File: config.mk
export PLATFORM = sky130hd
export DESIGN_NAME = exmem_skid_stage_flat
export DESIGN_NICKNAME = d
export VERILOG_FILES = /design/src/rtl/exmem_skid_stage_if.sv /design/src/rtl/exmem_skid_stage.sv /design/src/flat_wrapper.sv
export SDC_FILE = /design/constraint.sdc
export NUM_CORES = 1
export LEC_CHECK = 0
export CORE_MARGIN = 2
export CORE_UTILIZATION = 48
export DETAILED_ROUTE_END_ITERATION = 10
export MAX_ROUTING_LAYER = met4
export PLACE_DENSITY = 0.81
export SYNTH_ARGS = -nofsm -noshare
export SYNTH_HDL_FRONTEND = slang
export SYNTH_SLANG_ARGS = --single-unit
File: constraint.sdc
create_clock -name CLOCK -period 2.5 [get_ports CLOCK]
set_input_delay 0.5 -clock CLOCK [delete_from_list [all_inputs] [get_ports CLOCK]]
set_output_delay 0.5 -clock CLOCK [all_outputs]
set_load 0.05 [all_outputs]
File: src/rtl/exmem_skid_stage_if.sv
// rtl/exmem_skid_stage_if.sv - EX->MEM handshake bundle: upstream entry in, downstream entry out
interface exmem_skid_stage_if #(
  parameter int DATA_W = 197,
  parameter int CTRL_W = 5
);
  logic              in_valid;
  logic              in_ready;
  logic [CTRL_W-1:0] in_ctrl;
  logic [DATA_W-1:0] in_data;
  logic              out_valid;
  logic              out_ready;
  logic [CTRL_W-1:0] out_ctrl;
  logic [DATA_W-1:0] out_data;

  modport master (
    output in_valid, in_ctrl, in_data, out_ready,
    input  in_ready, out_valid, out_ctrl, out_data
  );

  modport slave (
    input  in_valid, in_ctrl, in_data, out_ready,
    output in_ready, out_valid, out_ctrl, out_data
  );
endinterface

File: src/rtl/exmem_skid_stage.sv
// rtl/exmem_skid_stage.sv - EX/MEM pipeline register with one-entry skid buffer; optional stats via EXMEM_STAGE_STATS_EN
module exmem_skid_stage #(
  parameter int DATA_W = 197,
  parameter int CTRL_W = 5
) (
  input  logic                     CLOCK,
  input  logic                     RESET,
  input  logic                     FLUSH,
`ifdef EXMEM_STAGE_STATS_EN
  output logic [31:0]              stall_cnt,
  output logic [31:0]              bubble_cnt,
`endif
  exmem_skid_stage_if.slave        bus
);

  typedef enum logic [1:0] {EMPTY, BUSY, FULL} state_t;

  state_t            state, state_nxt;
  logic              load_main_in;
  logic              load_main_skid;
  logic              load_skid;
  logic              in_xfer, out_xfer;

  logic              out_valid_q;
  logic              in_ready_q;
  logic [CTRL_W-1:0] main_ctrl_q, skid_ctrl_q;
  logic [DATA_W-1:0] main_data_q, skid_data_q;

  assign in_xfer       = bus.in_valid && in_ready_q;
  assign out_xfer      = out_valid_q && bus.out_ready;

  assign bus.in_ready  = in_ready_q;
  assign bus.out_valid = out_valid_q;
  assign bus.out_ctrl  = main_ctrl_q;
  assign bus.out_data  = main_data_q;

  always_comb begin
    state_nxt      = state;
    load_main_in   = 1'b0;
    load_main_skid = 1'b0;
    load_skid      = 1'b0;
    case (state)
      EMPTY: begin
        if (in_xfer) begin
          state_nxt    = BUSY;
          load_main_in = 1'b1;
        end
      end
      BUSY: begin
        if (in_xfer && out_xfer) begin
          load_main_in = 1'b1;
        end else if (in_xfer) begin
          state_nxt = FULL;
          load_skid = 1'b1;
        end else if (out_xfer) begin
          state_nxt = EMPTY;
        end
      end
      FULL: begin
        if (out_xfer) begin
          state_nxt      = BUSY;
          load_main_skid = 1'b1;
        end
      end
      default: state_nxt = EMPTY;
    endcase
    // Flush wins over any transfer in the same cycle.
    if (FLUSH) begin
      state_nxt      = EMPTY;
      load_main_in   = 1'b0;
      load_main_skid = 1'b0;
      load_skid      = 1'b0;
    end
  end

  always_ff @(posedge CLOCK) begin
    if (RESET) begin
      state       <= EMPTY;
      out_valid_q <= 1'b0;
      in_ready_q  <= 1'b1;
      main_ctrl_q <= '0;
      main_data_q <= '0;
      skid_ctrl_q <= '0;
      skid_data_q <= '0;
    end else begin
      state       <= state_nxt;
      out_valid_q <= (state_nxt != EMPTY);
      in_ready_q  <= (state_nxt != FULL);
      if (load_main_in) begin
        main_ctrl_q <= bus.in_ctrl;
        main_data_q <= bus.in_data;
      end else if (load_main_skid) begin
        main_ctrl_q <= skid_ctrl_q;
        main_data_q <= skid_data_q;
      end else if (state_nxt == EMPTY) begin
        // Bubbles carry zero control so MEM never sees a stale write enable.
        main_ctrl_q <= '0;
      end
      if (load_skid) begin
        skid_ctrl_q <= bus.in_ctrl;
        skid_data_q <= bus.in_data;
      end
    end
  end

`ifdef EXMEM_STAGE_STATS_EN
  always_ff @(posedge CLOCK) begin
    if (RESET) begin
      stall_cnt  <= '0;
      bubble_cnt <= '0;
    end else begin
      if (out_valid_q && !bus.out_ready && (stall_cnt != 32'hFFFF_FFFF))
        stall_cnt <= stall_cnt + 32'd1;
      if (!out_valid_q && (bubble_cnt != 32'hFFFF_FFFF))
        bubble_cnt <= bubble_cnt + 32'd1;
    end
  end
`endif

endmodule

File: src/flat_wrapper.sv
// flat-port wrapper written by rule: the top's interface ports become plain ports
module exmem_skid_stage_flat 
#(
  parameter int DATA_W = 197,
  parameter int CTRL_W = 5
)
  (CLOCK, RESET, FLUSH, bus_in_valid, bus_in_ctrl, bus_in_data, bus_out_ready, bus_in_ready, bus_out_valid, bus_out_ctrl, bus_out_data);
  exmem_skid_stage_if #(.DATA_W(DATA_W), .CTRL_W(CTRL_W)) bus_i ();
  input  logic CLOCK;
  input  logic RESET;
  input  logic FLUSH;
  input wire logic [$bits(bus_i.in_valid)-1:0] bus_in_valid;
  input wire logic [$bits(bus_i.in_ctrl)-1:0] bus_in_ctrl;
  input wire logic [$bits(bus_i.in_data)-1:0] bus_in_data;
  input wire logic [$bits(bus_i.out_ready)-1:0] bus_out_ready;
  output wire logic [$bits(bus_i.in_ready)-1:0] bus_in_ready;
  output wire logic [$bits(bus_i.out_valid)-1:0] bus_out_valid;
  output wire logic [$bits(bus_i.out_ctrl)-1:0] bus_out_ctrl;
  output wire logic [$bits(bus_i.out_data)-1:0] bus_out_data;
  assign bus_i.in_valid = bus_in_valid;
  assign bus_i.in_ctrl = bus_in_ctrl;
  assign bus_i.in_data = bus_in_data;
  assign bus_i.out_ready = bus_out_ready;
  assign bus_in_ready = bus_i.in_ready;
  assign bus_out_valid = bus_i.out_valid;
  assign bus_out_ctrl = bus_i.out_ctrl;
  assign bus_out_data = bus_i.out_data;
  exmem_skid_stage #(.DATA_W(DATA_W), .CTRL_W(CTRL_W)) u_core (.CLOCK(CLOCK), .RESET(RESET), .FLUSH(FLUSH), .bus(bus_i));
endmodule
==> out/qor.csv <==
metric,value,unit
status,finished clean,
Nets,2142,
clock root cell,clkbuf_16,
Cells after Synth,1591,
Final Instance Area,20630,um2
CP arrival,1.86,ns
DP Area,19230,um2
"Seq/Total Area, Yosys",54.85,%
DRT Wirelength,43.83,mm
Worst Path Max Fanout,4,
pre-CTS setup slack,0.09585,ns
vias in the first global route,12580,
unrepaired setup endpoints after global routing,no,
internal power,11.31,mW
placed cells,2288,
XOR/XNOR Fraction of Synth Area,0.05881,%
cell depth of the worst hold path,2,
complex-gate fraction of the synthesized area,20.76,%
Logic pwr share,12.5,%
die width,180.1,um
FF-to-FF setup slack,0.52,ns
CP peak stage delay,0.88,ns
CTS tree,done,
Post-Synth Adder-Cell Area,0,%
Max clock buf depth,3,
Switching Fraction,24.74,%
# Max-Cap Violations,0,
via density per instance,5.570,
Overflow after GRT,0,
LEAKAGE,7.465,nW
WP buf/inv,1,
Num CTS Buffers,41,
"FFs w/ async S/R, synth",0,%
"Avg Cell Area, Syn",9.360,um2
count of final max-slew check failures,0,
Slew headroom,37.48,%
hold buffer count at CTS,0,
Sw Pwr,3.720,mW
final hold vios,0,
ys flop type,dfxtp_1,
FF-to-FF Start,u_core.state[0],
largest family of logic cells by synthesized area,compound AO/OA/AOI/OAI gates,
Setup CP Type,reg2out,
filler instances,2333,
Hold Slack,0.2310,ns
DPL Wire Length,27.15,mm
Starting DRT DRC Count,1156,
crit path cell chain,clkdlybuf4s50_1,
worst hold path type,in2reg,
Simple-Gate Fraction of Synth Area,19.73,%
worst r2r dst,u_core.bus.out_data[90],
Clk network pwr share,41.9,%
Die Footprint,32450,um2
post-route ant nets,0,
post-synth top area share,54.85,%
clock sink count,408,
"top cells by count, synth","dfxtp_1 (408), nand2_1 (407), a21oi_1 (205), a221o_1 (197), and2_1 (179)",
Post-CTS Setup Inserts,0,
Vias,13160,
# setup viols final,0,
ranking of synthesized cells by area,"dfxtp_1 (55%), a221o_1 (13%), nand2_1 (10%), and2_1 (7.5%), a21oi_1 (6.9%)",
drt wl/cell,18.55,um
antenna violations before repair,1,
CP top delay family,buffers and inverters,
pwr dens,728.5,nW/um2
Required @ worst endpoint,2.00,ns
clk_skew,0.01213,ns
post-CTS resize count,0,
Flop pwr share,45.6,%
Worst Setup Start Kind,flop,
Hold Path End,u_core.bus.in_ready,
final cycle utilization of the critical path,94.26,%
clock slew at reported path FFs,0.06,ns
IO buf count,410,
Worst-Skew Late Latency,0.52,ns
"flops & latches, synth",408,
share of cells above drive strength 1,5.038,%
Worst path slowest cell,clkdlybuf4s50_1,
Synthesis Warnings,0,
Worst R2R Path Depth,5,
Finished Layout Cells,2363,
synth unique cells,30,
largest area contributor in the netlist,dfxtp_1,
most frequent cell after synthesis,dfxtp_1,
Layout area overhead,38.56,%
H-tree Lvls,2,
chip height,180.1,um
# DRC,0,
min cycle time layout,2.356,ns
Core Area,30590,um2
largest net degree at the start of global routing,132,
post-route worst setup slack,0.1435,ns
"EDFF count, synth",0,
min-delay src,RESET,
Worst Max-Slew Pin Slew,0.9377,ns
setup_tns,0,ns
first-pass GRT wire length,68.78,mm
Mapped Nets,1798,
First-pass DRT Iterations,5,
VDD IR max,0.0007135,V
Initial Util,48.68,%
GP Congestion,0.7827,
Mapped Area,14890,um2
post-synthesis mux area share,0,%
Fmax,0.4244,GHz
FP Rows,64,
Ports,411,
gr usage total,26.43,%
crit end category,primary output,
metal layers:
metal	part of all wire [%]	GRT usage, %	up-vias
met5	0	-	-
met4	2.3	7.419	0
met3	9.9	8.185	68
met2	48	42.16	531
met1	40	32.43	6321
li1	-	-	6243
final cells by class:
class	count	area (um2)	area share, %
sequential	408	8168	39.59
multi-input combinational	1046	6058	29.36
timing repair buffer	436	4501	21.81
clock buffer	64	1275	6.179
antenna	2	5.005	0.02426
clock inverter	9	123.9	0.6003
tap	396	495.5	2.401
inverter	2	7.507	0.03638
cell usage in the layout (no fill, tap or decap), types with 10 or more instances in the layout:
master           count
and2_1             178
a21oi_1            205
clkbuf_16           43
clkbuf_8            12
buf_12              16
and2_0              20
buf_4               10
a221o_1            197
clkdlybuf4s50_1    409
dfxtp_1            408
nand2_1            407
state kept, by name, summed over array words and instances (netlist names):
register,cells
u_core.bus.out_data,197
u_core.skid_ctrl_q,5
u_core.bus.out_ctrl,5
u_core.skid_data_q,197
u_core.bus.in_ready,1
u_core.bus.out_valid,1
u_core.state,2
stage by stage:
stage	utilization (%)	total power [mW]
after detailed placement	62.86	8.865
after global routing	67.45	15.49
after CTS	67.44	15.13
final	67.45	15.03
after floorplan	-	7.976
after global placement	62.86	8.844
worst max path at each step:
stage,startpoint,end,slack (ns),cells after the start
after CTS,u_core.bus.in_ready,bus_in_ready,0.12,1
after global routing,u_core.bus.in_ready,bus_in_ready,0.06,1
after detailed placement,bus_in_valid,u_core.bus.out_data[90],0.1,7
after floorplan,u_core.bus.out_valid,u_core.bus.out_data[108],0.45,8
after global placement,bus_in_valid,u_core.bus.out_data[109],0.15,7
final,u_core.bus.in_ready,bus_in_ready,0.14,1
logic make-up (layout without fill, tap and decap cells):
logic type             Yosys count  after routing
AND/OR/NAND/NOR                632            632
AO/OA/AOI/OAI                  413            413
flip-flops                     408            408
buffers and inverters          137            511
XOR/XNOR                         1              1
other                            0              2
power by group through the flow:
stage | Sequential, mW | Clock, mW | Combinational (mW)
final | 6.85 | 6.29 | 1.89
after global routing | 6.87 | 6.64 | 1.98
after CTS | 6.85 | 6.39 | 1.89
after detailed placement | 6.98 | 0 | 1.88
after global placement | 6.98 | 0 | 1.86
after floorplan | 7.54 | 0 | 0.434
No activity file was read; power rests on OpenSTA's default activity.
